`src/rtl/eif_pkg.sv`:
```
// Shared types and default sizes for the AdEx neuron scheduler.
package eif_pkg;

    typedef enum logic [1:0] {
        IDLE  = 2'd0,
        ISSUE = 2'd1,
        WB    = 2'd2
    } state_t;

    localparam int DEF_DATA_W      = 8;
    localparam int DEF_NUM_NEURONS = 4;

endpackage

```
`src/rtl/eif_state_mem.sv`:
```
// Per-neuron v/w/i/refractory register file: two combinational read ports,
// one write-back port and an independent input-current write port.
module eif_state_mem #(
    parameter int                NUM_NEURONS = 4,
    parameter int                DATA_W      = 8,
    parameter int                IDX_W       = 2,
    parameter int                RW          = 2,
    parameter logic [DATA_W-1:0] V_REST      = 8'd16
) (
    input  logic              clk,
    input  logic              rst,
    input  logic [IDX_W-1:0]  rd_idx,
    output logic [DATA_W-1:0] rd_v,
    output logic [DATA_W-1:0] rd_w,
    output logic [DATA_W-1:0] rd_i,
    output logic [RW-1:0]     rd_refrac,
    input  logic [IDX_W-1:0]  sel_idx,
    output logic [DATA_W-1:0] sel_v,
    input  logic              wb_en,
    input  logic [IDX_W-1:0]  wb_idx,
    input  logic [DATA_W-1:0] wb_v,
    input  logic [DATA_W-1:0] wb_w,
    input  logic [RW-1:0]     wb_refrac,
    input  logic              cur_we,
    input  logic [IDX_W-1:0]  cur_idx,
    input  logic [DATA_W-1:0] cur_data
);

    logic [DATA_W-1:0] v_mem [NUM_NEURONS];
    logic [DATA_W-1:0] w_mem [NUM_NEURONS];
    logic [DATA_W-1:0] i_mem [NUM_NEURONS];
    logic [RW-1:0]     r_mem [NUM_NEURONS];

    assign rd_v      = v_mem[rd_idx];
    assign rd_w      = w_mem[rd_idx];
    assign rd_i      = i_mem[rd_idx];
    assign rd_refrac = r_mem[rd_idx];
    assign sel_v     = v_mem[sel_idx];

    // Write-back never touches i, so the two write ports cannot collide.
    always_ff @(posedge clk) begin
        if (rst) begin
            for (int n = 0; n < NUM_NEURONS; n++) begin
                v_mem[n] <= V_REST;
                w_mem[n] <= '0;
                i_mem[n] <= '0;
                r_mem[n] <= '0;
            end
        end else begin
            if (wb_en) begin
                v_mem[wb_idx] <= wb_v;
                w_mem[wb_idx] <= wb_w;
                r_mem[wb_idx] <= wb_refrac;
            end
            if (cur_we) begin
                i_mem[cur_idx] <= cur_data;
            end
        end
    end

endmodule

```
`src/rtl/eif_neuron_scheduler.sv`:
```
// Sweeps NUM_NEURONS virtual AdEx neurons through one shared datapath per tick.
// Handshake: dp_req holds dp_idx/dp_v/dp_w/dp_i stable until dp_ack is seen high in the same cycle.
module eif_neuron_scheduler
    import eif_pkg::*;
#(
    parameter int                NUM_NEURONS  = DEF_NUM_NEURONS,
    parameter int                DATA_W       = DEF_DATA_W,
    parameter int                IDX_W        = $clog2(NUM_NEURONS),
    parameter int                REFRAC_TICKS = 2,
    parameter logic [DATA_W-1:0] V_REST       = 8'd16,
    parameter logic [DATA_W-1:0] V_RESET      = 8'd0
) (
    input  logic              clk,
    input  logic              rst,
    input  logic              tick,
    input  logic              cur_we,
    input  logic [IDX_W-1:0]  cur_idx,
    input  logic [DATA_W-1:0] cur_data,
    output logic              dp_req,
    output logic [IDX_W-1:0]  dp_idx,
    output logic [DATA_W-1:0] dp_v,
    output logic [DATA_W-1:0] dp_w,
    output logic [DATA_W-1:0] dp_i,
    input  logic              dp_ack,
    input  logic [DATA_W-1:0] dp_v_next,
    input  logic [DATA_W-1:0] dp_w_next,
    input  logic              dp_spike,
    output logic              spk_valid,
    output logic [IDX_W-1:0]  spk_idx,
    output logic              busy,
    output logic              overrun,
    input  logic [IDX_W-1:0]  state_sel,
    output logic [DATA_W-1:0] state_v,
    output logic [1:0]        dbg_state
);

    localparam int RW = $clog2(REFRAC_TICKS + 1);
    localparam logic [IDX_W-1:0] LAST_IDX = IDX_W'(NUM_NEURONS - 1);

    state_t            state, state_nx;
    logic [IDX_W-1:0]  idx, cap_idx;
    logic [DATA_W-1:0] op_v, op_w, op_i, rd_v, rd_w, rd_i;
    logic [DATA_W-1:0] res_v, res_w, wb_v, wb_w;
    logic [RW-1:0]     op_refrac, rd_refrac, wb_refrac;
    logic              res_spike, cap_en, res_en, wb_en, skip;

    assign skip      = (op_refrac != '0);
    assign busy      = (state != IDLE);
    assign dbg_state = state;
    assign dp_idx    = idx;
    assign dp_v      = op_v;
    assign dp_w      = op_w;
    assign dp_i      = op_i;

    always_comb begin
        state_nx = state;
        cap_en   = 1'b0;
        cap_idx  = '0;
        res_en   = 1'b0;
        wb_en    = 1'b0;
        dp_req   = 1'b0;
        case (state)
            IDLE: begin
                if (tick) begin
                    state_nx = ISSUE;
                    cap_en   = 1'b1;
                end
            end
            ISSUE: begin
                if (skip) begin
                    state_nx = WB;
                end else begin
                    dp_req = 1'b1;
                    if (dp_ack) begin
                        res_en   = 1'b1;
                        state_nx = WB;
                    end
                end
            end
            WB: begin
                wb_en = 1'b1;
                if (idx == LAST_IDX) begin
                    state_nx = IDLE;
                end else begin
                    state_nx = ISSUE;
                    cap_en   = 1'b1;
                    cap_idx  = idx + IDX_W'(1);
                end
            end
            default: state_nx = IDLE;
        endcase
    end

    // A skipped neuron only counts down its refractory period; a skip implies op_refrac > 0.
    always_comb begin
        wb_v      = res_v;
        wb_w      = res_w;
        wb_refrac = '0;
        if (skip) begin
            wb_v      = op_v;
            wb_w      = op_w;
            wb_refrac = op_refrac - RW'(1);
        end else if (res_spike) begin
            wb_v      = V_RESET;
            wb_refrac = RW'(REFRAC_TICKS);
        end
    end

    always_ff @(posedge clk) begin
        if (rst) begin
            state     <= IDLE;
            idx       <= '0;
            op_v      <= '0;
            op_w      <= '0;
            op_i      <= '0;
            op_refrac <= '0;
            res_v     <= '0;
            res_w     <= '0;
            res_spike <= 1'b0;
            spk_valid <= 1'b0;
            spk_idx   <= '0;
            overrun   <= 1'b0;
        end else begin
            state     <= state_nx;
            spk_valid <= 1'b0;
            if (cap_en) begin
                idx       <= cap_idx;
                op_v      <= rd_v;
                op_w      <= rd_w;
                op_i      <= rd_i;
                op_refrac <= rd_refrac;
            end
            if (res_en) begin
                res_v     <= dp_v_next;
                res_w     <= dp_w_next;
                res_spike <= dp_spike;
            end
            if (wb_en && !skip && res_spike) begin
                spk_valid <= 1'b1;
                spk_idx   <= idx;
            end
            if (tick && state != IDLE) begin
                overrun <= 1'b1;
            end
        end
    end

    eif_state_mem #(
        .NUM_NEURONS (NUM_NEURONS),
        .DATA_W      (DATA_W),
        .IDX_W       (IDX_W),
        .RW          (RW),
        .V_REST      (V_REST)
    ) u_mem (
        .clk       (clk),
        .rst       (rst),
        .rd_idx    (cap_idx),
        .rd_v      (rd_v),
        .rd_w      (rd_w),
        .rd_i      (rd_i),
        .rd_refrac (rd_refrac),
        .sel_idx   (state_sel),
        .sel_v     (state_v),
        .wb_en     (wb_en),
        .wb_idx    (idx),
        .wb_v      (wb_v),
        .wb_w      (wb_w),
        .wb_refrac (wb_refrac),
        .cur_we    (cur_we),
        .cur_idx   (cur_idx),
        .cur_data  (cur_data)
    );

endmodule

```
`config.mk`:
```
export PLATFORM = sky130hd
export DESIGN_NAME = eif_neuron_scheduler
export DESIGN_NICKNAME = d
export VERILOG_FILES = /design/src/rtl/eif_pkg.sv /design/src/rtl/eif_state_mem.sv /design/src/rtl/eif_neuron_scheduler.sv
export SDC_FILE = /design/constraint.sdc
export NUM_CORES = 1
export LEC_CHECK = 0
export ABC_AREA = 1
export CORE_UTILIZATION = 52
export DETAILED_ROUTE_END_ITERATION = 16
export PLACE_DENSITY = 0.77
export SLEW_MARGIN = 15
export SYNTH_ARGS = -nofsm -noshare
export SYNTH_HDL_FRONTEND = slang
export SYNTH_SLANG_ARGS = --single-unit
```
`constraint.sdc`:
```
create_clock -name clk -period 2.8 [get_ports clk]
set_clock_uncertainty 0.2 [all_clocks]
set_input_delay 0.7 -clock clk [delete_from_list [all_inputs] [get_ports clk]]
set_output_delay 0.7 -clock clk [all_outputs]
set_load 0.02 [all_outputs]
```
==> impl_summary.md, run 1 <==
STA
The count of endpoints failing setup in the final report is 0. Setup repair after global routing left no endpoint under its margin. Dividing the final minimum period by the clock period gives 96.13%. The number of max-slew violations in the final report is 0. The actual transition at the worst max-transition pin is 0.6278 ns. The hold violation total from the final report is 0. The routed design could run at a clock period as short as 2.692 ns.

The worst slew slack as a fraction of its limit is 58.08%. The maximum achievable frequency is 371.5 MHz. Hold is met by 0.2814 ns.

Cells and area
The share of post-route cells with drive strength above 1 is 11.13%. 0 antenna diodes ended up in the layout. The multi-input logic area is 0.002390 mm². The growth of design area from synthesis to finish is 23.20%. The final layout contains 1,037 nets. In the final layout, flip-flops and latches occupy 0.004144 mm².

For this run, the share of the core covered by cells in the final layout is 66.31%. Counting the fill cells in the layout gives 1,093.

Clock tree
Clock tree synthesis inserted a total of 17 buffers. The H-tree was split into 4 levels. The maximum root-to-sink buffer count is 2. In this run the clock root is driven by a clkbuf_16. Buffers inserted to repair hold after CTS numbered 0.

The count of clock tree sinks is 155. After clock tree synthesis, the clock-pin slew on the worst setup and hold paths is 0.06 ns. The insertion delay of the later-clocked pin in the worst-skew pair is 0.43 ns. The TritonCTS clock tree is done.

Synth
In this run, synthesis produced a sequential element count of 155. The number of synthesized flops with an enable pin is 104. The leading register cell type out of synthesis is edfxtp_1.

Of all cell types, the one taking the most synthesized area is edfxtp_1. The cell area after synthesis is 0.007528 mm². The proportion of register bits with asynchronous set or reset after synthesis is 0%.

The count of synthesis-stage warnings from yosys is 0. In the synthesized netlist, the cells that appear most often are inv_1 (190), nor2_1 (137), nand3_1 (131). The cell count after synthesis came out at 907. By area the synthesized netlist is led by edfxtp_1 (41%), dfxtp_1 (14%), inv_1 (9.5%), nand3_1 (8.7%), nor2_1 (6.8%).

In this run, distinct cell masters in the synthesized netlist total 28. The library cell with the highest instance count after synthesis is inv_1. A synthesized cell averages 8.300 µm².

Summing the sequential cell areas from Yosys gives 55.04% of the chip area. Summed over its instances, the top area cell type makes up 41.48% of the synthesized netlist area. The number of nets in the synthesized netlist is 942.

Placed design
The total half-perimeter wirelength after legalization and detailed placement is 12.13 mm. The final RePlAce weighted congestion is 0.8902. The total of buffers placed on input and output ports is 75.

Global routing
The global-route wire length before repair is 29.45 mm. The number of global-route vias before repair came to 5,890. The maximum number of pins on one net before global-route repair is 31. The number of antenna violations at the first check in global routing is 0. The global-route congestion overflow total is 0. For this run, the total global-route usage over all layers was measured as 26.47%.

Route
The first TritonRoute pass finished after 5 iterations. The detailed-route via count is 6,396. After the first detailed-routing iteration, the DRC count stood at 752. The detailed-route vias per instance is 5.352. The detailed-route wire length per cell is 15.76 µm. The total length of routed wires is 18.83 mm. The final antenna-violating net count is 0. After detailed routing, the number of remaining DRC violations is 0.

Floorplanning
The core area is 0.01399 mm². The effective utilization at floorplan is 53.82%. The die is 122.3 µm tall. During I/O placement, the number of pins put on the boundary was 76.

The die is 122.3 µm wide. The floorplan has 43 rows. The overall die area is 0.01496 mm².

Worst setup path
Data on the critical path arrives at its endpoint at 1.79 ns. The total buffers and inverters traversed by the critical path is 2. The most critical setup path has its endpoint at dp_req. The reg-to-reg setup timing slack is 0.72 ns.

The largest fanout on the critical path is 4. The kind of cell adding the most delay to the critical path is buffers and inverters. The startpoint type of the worst setup path is a register.

The longest individual stage delay on the worst path is 0.61 ns. The number of cells on the worst reg-to-reg path is 8. The count of cell instances traversed by the critical path is 4.

Data on the critical path is required at its endpoint by 1.90 ns. By startpoint and endpoint, the worst setup path is classified as reg2out. The startpoint of the worst register-to-register path is op_refrac[1].

The worst register-to-register path ends at u_mem.v_mem[1][3]. The worst setup path is captured at an output port. The startpoint of the worst setup timing path is op_refrac[1]. Traced cell by cell, the critical path runs through nor2_2 -> inv_2 -> nor2_4 -> clkdlybuf4s50_1.

On the critical path, the stage with the largest delay is an instance of clkdlybuf4s50_1.

Power and ir drop
The total power per unit cell area is 654.0 mW/mm². The total leakage power is 0.004309 µW. IR analysis of the VDD net gives a maximum drop of 0.0004452 V.

Run
The tool flagged a number of max-cap violations equal to 0.

Hold path
The classification of the worst-slack hold path is reg2reg.

Status
The flow ran to the end, and the final reports show no timing, DRC or antenna violations.
## worst min-delay path: stages (launching register included)
cell and delay [ns]:
dfxtp_1 0.34, a21oi_1 0.04, nor2_1 0.07
## sequential cells by signal, indices dropped and copies added (netlist names)
signal       cells
u_mem.i_mem     32
res_spike        1
spk_idx          2
op_refrac        2
dp_idx           2
dp_v             8
res_w            8
u_mem.w_mem     32
overrun          1
u_mem.v_mem     32
spk_valid        1
res_v            8
dp_i             8
u_mem.r_mem      8
dp_w             8
dbg_state        2
## metrics by stage
stage | power [µW] | TNS [ns] | cells | worst slack, ns | area (µm²)
2_1_floorplan | 3241 | 0 | 907 | 0.2331 | 7533
3_3_place_gp | 3596 | -3.584 | 1163 | -0.5417 | 8651
3_5_place_dp | 3618 | -3.743 | 1163 | -0.5687 | 8651
4_1_cts | 6068 | 0 | 1195 | 0.05271 | 9279
5_1_grt | 6262 | 0 | 1195 | 0.02198 | 9275
6_report | 6066 | 0 | 1195 | 0.1084 | 9275
## cell usage in the layout (no fill, tap or decap), types with 6 or more instances in the layout
cell             Yosys  layout
dfxtp_1             51      51
o21ai_1              9      10
nand2_1            111     111
buf_4                8      40
clkbuf_16            0      17
a21oi_1             27      25
nand3_1            131     131
inv_2                4       6
o21ai_0             52      51
clkdlybuf4s50_1      0      65
buf_12               0       6
nor2_1             137     136
inv_1              190     188
edfxtp_1           104     104
nor3_1              13      13
## per-layer routing
layer  track usage [%]  wire length (µm)
met1             35.00              7727
met2             42.21              8696
met3             6.180              1922
met4             10.14               486
met5                 0                 0
## timing repair
| action | 4_1_cts | 5_1_grt |
|---|---|---|
| resized for setup | 33 | 2 |
| setup endpoints to repair | 8 | 2 |
| buffers inserted | 0 | 0 |
## cells by family after synthesis
kind of cell | synth area share [%]
fa+ha+maj | 0.1662
flops | 55.04
buf+inv | 13.41
compound gates | 7.130
simple gates | 24.25
## layout make-up
class	instances	area share (%)
timing repair buffer	119	12.19
clock buffer	17	4.587
tap	180	2.428
sequential	155	44.68
inverter	198	8.067
clock inverter	15	2.280
multi-input combinational	511	25.77
## how the worst min path moves through the flow
stage                     cells past startpoint  startpoint  slack, ns  endpoint
after floorplan                               2    res_v[0]       0.25  res_v[0]
after global placement                        2    res_v[1]       0.26  res_v[1]
after detailed placement                      2     overrun       0.26   overrun
after CTS                                     2    res_v[3]       0.28  res_v[3]
after global routing                          2    res_w[5]       0.31  res_w[5]
final                                         2     overrun       0.28   overrun
## power by group
group | switching (µW) | internal (µW)
logic | 563 | 352
registers | 83.7 | 2590
clock network | 972 | 1510
No activity file was read; power rests on OpenSTA's default activity.
==> inputs of run 2 (changes only) <==
CORE_UTILIZATION = 57   (was 52)
PLACE_DENSITY = 0.8   (was 0.77)
RECOVER_POWER = 100   (was default)
clock period = 2.6 ns   (was 2.8 ns; I/O delays follow)
==> run 2 against run 1 <==
Net effect:
- combinational power about the same
- hold slack got worse by 0.0065 ns
- first-iteration DRC count decreased by 2.3%
- global-route usage increased by 2.7 points
- final cell count decreased by 1.2%
- routed wire length decreased by 0.71%
- via count decreased by 0.38%
- register-to-register slack got worse by 0.50 ns
- critical path type is now in2out
==> impl_summary.md, run 2 (synthesized netlist as in run 1, its figures left out) <==
Status
The run finished with clean final reports.

Clock tree
The tree is rooted in a clkbuf_16. The maximum level of the CTS H-tree is 4. The maximum root-to-sink buffer count is 2. The TritonCTS clock tree is done. Hold repair after CTS inserted 0 buffers. Clock-pin slew was measured on the worst setup and hold paths at 0.06 ns. The number of buffers created by CTS is 17. The clock reaches the later pin of the worst-skew pair after 0.43 ns.

The number of buffers inserted by post-CTS setup repair is 0. Clock tree synthesis found a total of 155 sinks.

Cells and area
The library cell used most frequently in the layout, excluding fill and tap cells, is inv_1. 0 antenna diodes ended up in the layout. Cells with a size suffix above 1 make up 8.821% of the layout. For this run, the share of the core covered by cells in the final layout is 70.41%. The area of all placed cells without fillers is 0.008994 mm². From synthesis to final layout, the design area changed by 19.46%. The library cells used most frequently in the layout, excluding fill and tap cells, are inv_1 (188), nor2_1 (139), nand3_1 (131). In the final layout, the registers with the most flip-flops are u_mem.i_mem (32), u_mem.v_mem (32), u_mem.w_mem (32). The final net count is 1,031.

Hold path
The classification of the worst-slack hold path is reg2reg. The launch point of the worst hold path is overrun.

Worst setup path
In this run the critical register-to-register path is launched from dp_idx[1]. The category of the most critical setup path is in2out. The kind of end point of the critical path is an output port.

The total buffers and inverters traversed by the critical path is 4. The kind of cell adding the most delay to the critical path is buffers and inverters. The slowest library cell on the worst path is clkdlybuf4s15_1. For the worst setup path, the data arrival time is 1.71 ns. Of all nets on the critical path, the largest fanout is 8. In this design, the stage delay of the slowest critical-path cell is 0.24 ns. The startpoint of the worst setup timing path is state_sel[0]. For the worst setup path, the data required time is 1.75 ns. The signal on the critical path passes through clkdlybuf4s15_1 -> inv_2 -> buf_4 -> o21ai_0 -> o22ai_1 -> clkbuf_2. STA classifies the critical path startpoint as a primary input.

Global routing
The number of global-route vias before repair is 5,850. Summed over all layers, the global routing overflow is 0. The maximum number of pins on one net before global-route repair is 53. The global-route usage over all layers is 29.19%. The number of antenna violations at the first check in global routing is 0.

The first global-routing pass estimated 29.25 mm of wire.

Floorplanning
The x dimension of the die is 116.9 µm. The number of rows in the core area is 41. The vertical extent of the die is 116.9 µm. For this design the top-level I/O count stands at 76.

The core region is 0.01277 mm². Once the floorplan was initialized, standard cells occupied 58.94% of the core. The overall die area is 0.01367 mm².

Run
Across the run, the number of max-cap violations was 0.

STA
The worst slew slack as a fraction of its limit is 41.52%. The hold violation total from the final report was 0. For the pin with the worst max-slew slack, the measured transition is 0.8773 ns. The ratio of final minimum period to clock period is 98.42%. The maximum achievable frequency is 390.8 MHz. The number of max-slew violations in the final report is 0. Setup repair after global routing left no endpoint under its margin. The shortest clock period the worst path allows after layout is 2.559 ns. Setup violations remaining at the end of the flow were counted as 0.

Route
The detailed-route vias per instance is 5.395. The detailed-route wire length per cell is 15.83 µm. The total length of routed wires is 18.70 mm.

The detailed-route via count is 6,372. In this run, the number of DRC markers left after iteration 0 of detailed routing was 735. The final antenna-violating net count is 0. For this run, design rule violations remaining after detail routing come to 0. The pre-antenna-repair detailed-routing pass consisted of 5 iterations.

Placed design
The count of buffers added on input and output ports is 75. The cell area reported after detailed placement is 0.008586 mm². The final RePlAce weighted congestion is 0.8405. Detailed placement finished with a half-perimeter wire length of 11.80 mm.

Power and ir drop
The highest ir drop seen on vdd is 0.0004300 V. The analysis attributes to cell leakage a power of 0.004291 µW. Power spread over the standard cell area amounts to 689.1 mW/mm². Power comes to 6197 µW.
==> run 2: cell count changes in the layout (fill, tap and decap cells not counted), moves of 4 or more <==
cell | before | now
clkdlybuf4s50_1 | 65 | 32
dlygate4sd3_1 | 0 | 32
buf_4 | 40 | 17
clkbuf_2 | 0 | 15
clkbuf_1 | 0 | 11
inv_6 | 5 | 0
o21ai_0 | 51 | 56
o21ai_1 | 10 | 5
buf_12 | 6 | 2
==> run 2: power breakdown <==
part | switching [µW] | leakage (µW) | internal, µW
sequential | 90.8 | 0.00146 | 2790
combinational | 590 | 0.00254 | 325
clock | 977 | 0.000289 | 1430
==> run 2: layout make-up <==
class,instances,area (µm²)
repair buffers,113,969.7
clock buffers,22,486.7
multi-input cells,511,2344
clock inverters,10,86.33
fillers,951,3780
well taps,172,215.2
inverters,198,748.2
flip-flops and latches,155,4144
==> run 2: metrics by stage <==
| step | cells | setup TNS (ns) | worst slack [ns] | hold slack (ns) |
|---|---|---|---|---|
| 2_1_floorplan | 907 | 0 | 0.1331 | 0.2486 |
| 3_3_place_gp | 1149 | -5.141 | -0.6686 | 0.2602 |
| 3_5_place_dp | 1149 | -5.094 | -0.6741 | 0.2651 |
| 4_1_cts | 1181 | 0 | 0.05855 | 0.2832 |
| 5_1_grt | 1181 | 0 | 0.01199 | 0.3131 |
| 6_report | 1181 | 0 | 0.04109 | 0.2748 |
==> run 2: worst register-to-register path, cell delays in order (launching register included) <==
cell      delay, ns
dfxtp_1        0.49
ha_1           0.28
inv_1          0.08
nand2_2        0.08
nand2_1        0.06
clkbuf_2       0.51
o21ai_0        0.40
inv_1          0.07
nand2_1        0.07
inv_1          0.04
==> run 2: what timing repair did <==
item,4_1_cts,5_1_grt
resized for setup,41,3
pin swaps,1,0
endpoints found under the setup margin,9,3
endpoints found under the hold margin,0,0
==> run 2: final timing paths <==
kind,depth (start not counted),slack [ns],endpoint
worst max-delay path,6,0.04,state_v[2]
worst min-delay path,2,0.27,overrun
worst max register to register,9,0.22,dp_w[5]
worst min register to register,2,0.27,overrun
==> run 2: routing by layer <==
metal	routed length, µm	global-route usage (%)	vias up
met5	0	0	-
met4	346	9.620	0
met3	1837	6.231	33
met2	9052	49.19	344
met1	7464	37.71	2945
li1	-	-	3050
==> inputs of run 3 (changes only) <==
CORE_UTILIZATION = 59   (was 57)
CTS_BUF_LIST = sky130_fd_sc_hd__clkbuf_8   (was default)
HOLD_SLACK_MARGIN = 0.06   (was default)
PLACE_DENSITY = 0.82   (was 0.8)
==> run 3 against run 2 <==
Net effect:
- flip-flop and latch count did not move
- routed wire length is 0.94% lower
- die area shrank 3.3%
- via count is 0.52% higher
==> impl_summary.md, run 3 (synthesized netlist as in run 1, its figures left out) <==
Floorplanning
The number of rows in the core area is 40. The initial utilization of the core area, before any placement, comes to 61.65%. The number of ports placed on the die boundary is 76. The core area is 0.01221 mm². The vertical extent of the die is 115.0 µm. Measured along the x axis, the die boundary spans 115.0 µm.

The floorplan step defined a die boundary enclosing 0.01322 mm².

Cells and area
The final net count is 1,041. The share of post-route cells with drive strength above 1 is 9.519%. The final instance count without filler cells is 1,187. The largest registers in the layout are u_mem.i_mem (32), u_mem.v_mem (32), u_mem.w_mem (32). Leaving out fill and tap cells, the most frequent cells in the layout are inv_1 (189), nor2_1 (137), nand3_1 (131).

Relative to the synthesized area, the layout overhead comes to 17.85%. The most common cell after layout, fill and taps aside is inv_1. The number of diodes is 0.

After filler insertion, the fill cell instance count of the layout stands at 931.

STA
The worst slew slack as a fraction of its limit is 42.04%. Setup violations remaining at the end of the flow were counted as 0. The hold violation total from the final report was 0. The number of max-slew violations in the final report is 0.

The maximum achievable frequency is 392.6 MHz. In the finished design, the share of the clock period the worst path needs comes to 97.98%. The shortest clock period the worst path allows after layout is 2.547 ns. The actual transition at the worst max-transition pin is 0.8694 ns. Setup repair after global routing left no endpoint under its margin.

Route
For this block, the initial DRC count from the detailed router was 759. Detailed routing inserted a total of 6,405 vias. Detailed routing placed a total of 2.259 mm of wire on met3. The final layout contains routed wiring with a total length of 18.53 mm. The met2 wirelength from detailed routing is 8.618 mm. The uppermost layer routed is met4.

The met1 wire length is 7.197 mm. For this run, design rule violations remaining after detail routing come to 0. After detailed routing, the average wire length per cell comes to 15.61 µm. The detailed-route vias per instance is 5.396. The detailed-routing iteration count for the pre-antenna-repair pass is 6. The final antenna-violating net count is 0.

Global routing
The number of antenna violations at the first check in global routing was 0. For this run, the total global-route usage over all layers was measured as 30.09%. The global-route congestion overflow total is 0. Entering global routing, the biggest net connects 53 pins. The global-route wire length before repair is 29.69 mm. The number of global-route vias before repair is 6,074.

Clock tree
The number of buffers created by CTS is 17. The root buffer cell is clkbuf_8. The number of buffers inserted by post-CTS setup repair is 0. The maximum level of the CTS H-tree is 4. Counting along the longest clock path gives a buffer depth of 2. Clock tree synthesis found a total of 155 sinks. The TritonCTS clock tree is done.

For the worst-skew pair, the clock arrives at the later sink with an insertion delay of 0.47 ns. The number of buffers added to fix hold violations after cts is 0. Clock-pin slew was measured on the worst setup and hold paths at 0.09 ns.

Hold path
The path class of the tightest hold or removal check is reg2reg.

Power and ir drop
IR analysis of the VDD net gives a maximum drop of 0.0005424 V. The overall power is 5628 µW. For this design the ratio of total power to cell area is 634.4 mW/mm². The analysis attributes to cell leakage a power of 0.004200 µW.

Worst setup path
The setup check on the worst reg-to-reg path leaves a slack of 0.20 ns. For this design, the slowest cell found on the critical path is clkdlybuf4s50_1. The kind of cell adding the most delay to the critical path is buffers and inverters. The number of cells on the worst reg-to-reg path is 8. The startpoint type of the worst setup path is a register. The terminus of the critical flop-to-flop path is dp_v[2]. At the worst endpoint, the arrival time is 1.70 ns. The largest fanout on the critical path is 5. The worst register-to-register path begins at dbg_state[0]. The category of the most critical setup path is reg2out.

The count of cell instances traversed by the critical path is 2. The critical path ends at dp_idx[0]. The longest individual stage delay on the worst path is 0.62 ns. The total buffers and inverters traversed by the critical path is 2. The signal on the critical path passes through buf_4 -> clkdlybuf4s50_1. The kind of end point of the critical path is an output port. The startpoint of the worst setup timing path is dp_idx[0]. The required arrival time at the worst endpoint is 1.75 ns.

Placed design
The placed cell count is 1,155. The total of buffers placed on input and output ports is 75. Routability-driven placement finished with a final weighted congestion of 0.8828. The total half-perimeter wirelength after legalization and detailed placement is 12.28 mm.

Run
Max-cap violations in this run came to 0.

Status
The run finished with clean final reports.
## run 3: changes by cell type in the layout (fill, tap and decap cells not counted), sizes merged
cell,previous run,this run
bufinv,1,2
inv,199,202
buf,22,32
clkinv,8,3
clkbuf,46,41
clkinvlp,0,6
## run 3: worst min path at each step
stage / from / to / cells past startpoint
6_report: res_v[7] / res_v[7] / 2
5_1_grt: res_w[5] / res_w[5] / 2
4_1_cts: res_v[7] / res_v[7] / 2
3_5_place_dp: overrun / overrun / 2
3_3_place_gp: overrun / overrun / 2
2_1_floorplan: res_v[0] / res_v[0] / 2
## run 3: layer usage
| metal | vias to the layer above | global-route usage [%] |
|---|---|---|
| met3 | 47 | 6.273 |
| li1 | 3064 | - |
| met1 | 2934 | 39.98 |
| met5 | - | 0 |
| met4 | 0 | 14.46 |
| met2 | 360 | 47.43 |
## run 3: final cells by class
cell class	instances	area [µm²]	area share, %
tap	168	210.2	2.369
clock inverter	15	162.7	1.833
clock buffer	17	234.0	2.637
sequential	155	4144	46.71
inverter	198	747.0	8.419
multi-input combinational	511	2352	26.51
timing repair buffer	123	1022	11.52
## run 3: through the flow
| step | hold WS, ns | cell area [µm²] | setup WS, ns | TNS [ns] | util, % |
|---|---|---|---|---|---|
| floorplan | 0.2486 | 7533 | 0.1331 | 0 | - |
| finish | 0.2825 | 8872 | 0.05263 | 0 | 72.65 |
| global route | 0.3170 | 8872 | 0.006545 | 0 | 72.65 |
| detailed placement | 0.2591 | 8631 | -0.6510 | -5.862 | 70.68 |
| global placement | 0.2601 | 8631 | -0.6424 | -4.980 | 70.68 |
| CTS | 0.2905 | 8999 | 0.03939 | 0 | 73.69 |
## run 3: what timing repair did
action,in CTS,in global routing
pin swaps,1,0
gates resized for setup,43,4
setup endpoints to repair,9,4
## run 3: worst min-delay path, stage by stage (launching register included)
cell	delay [ns]
dfxtp_1	0.33
nor2_1	0.04
nor2_1	0.08
## run 3: power by group
part	internal [µW]	total, µW	switching (µW)
combinational	330	930	600
sequential	2780	2870	88.8
clock	866	1830	961
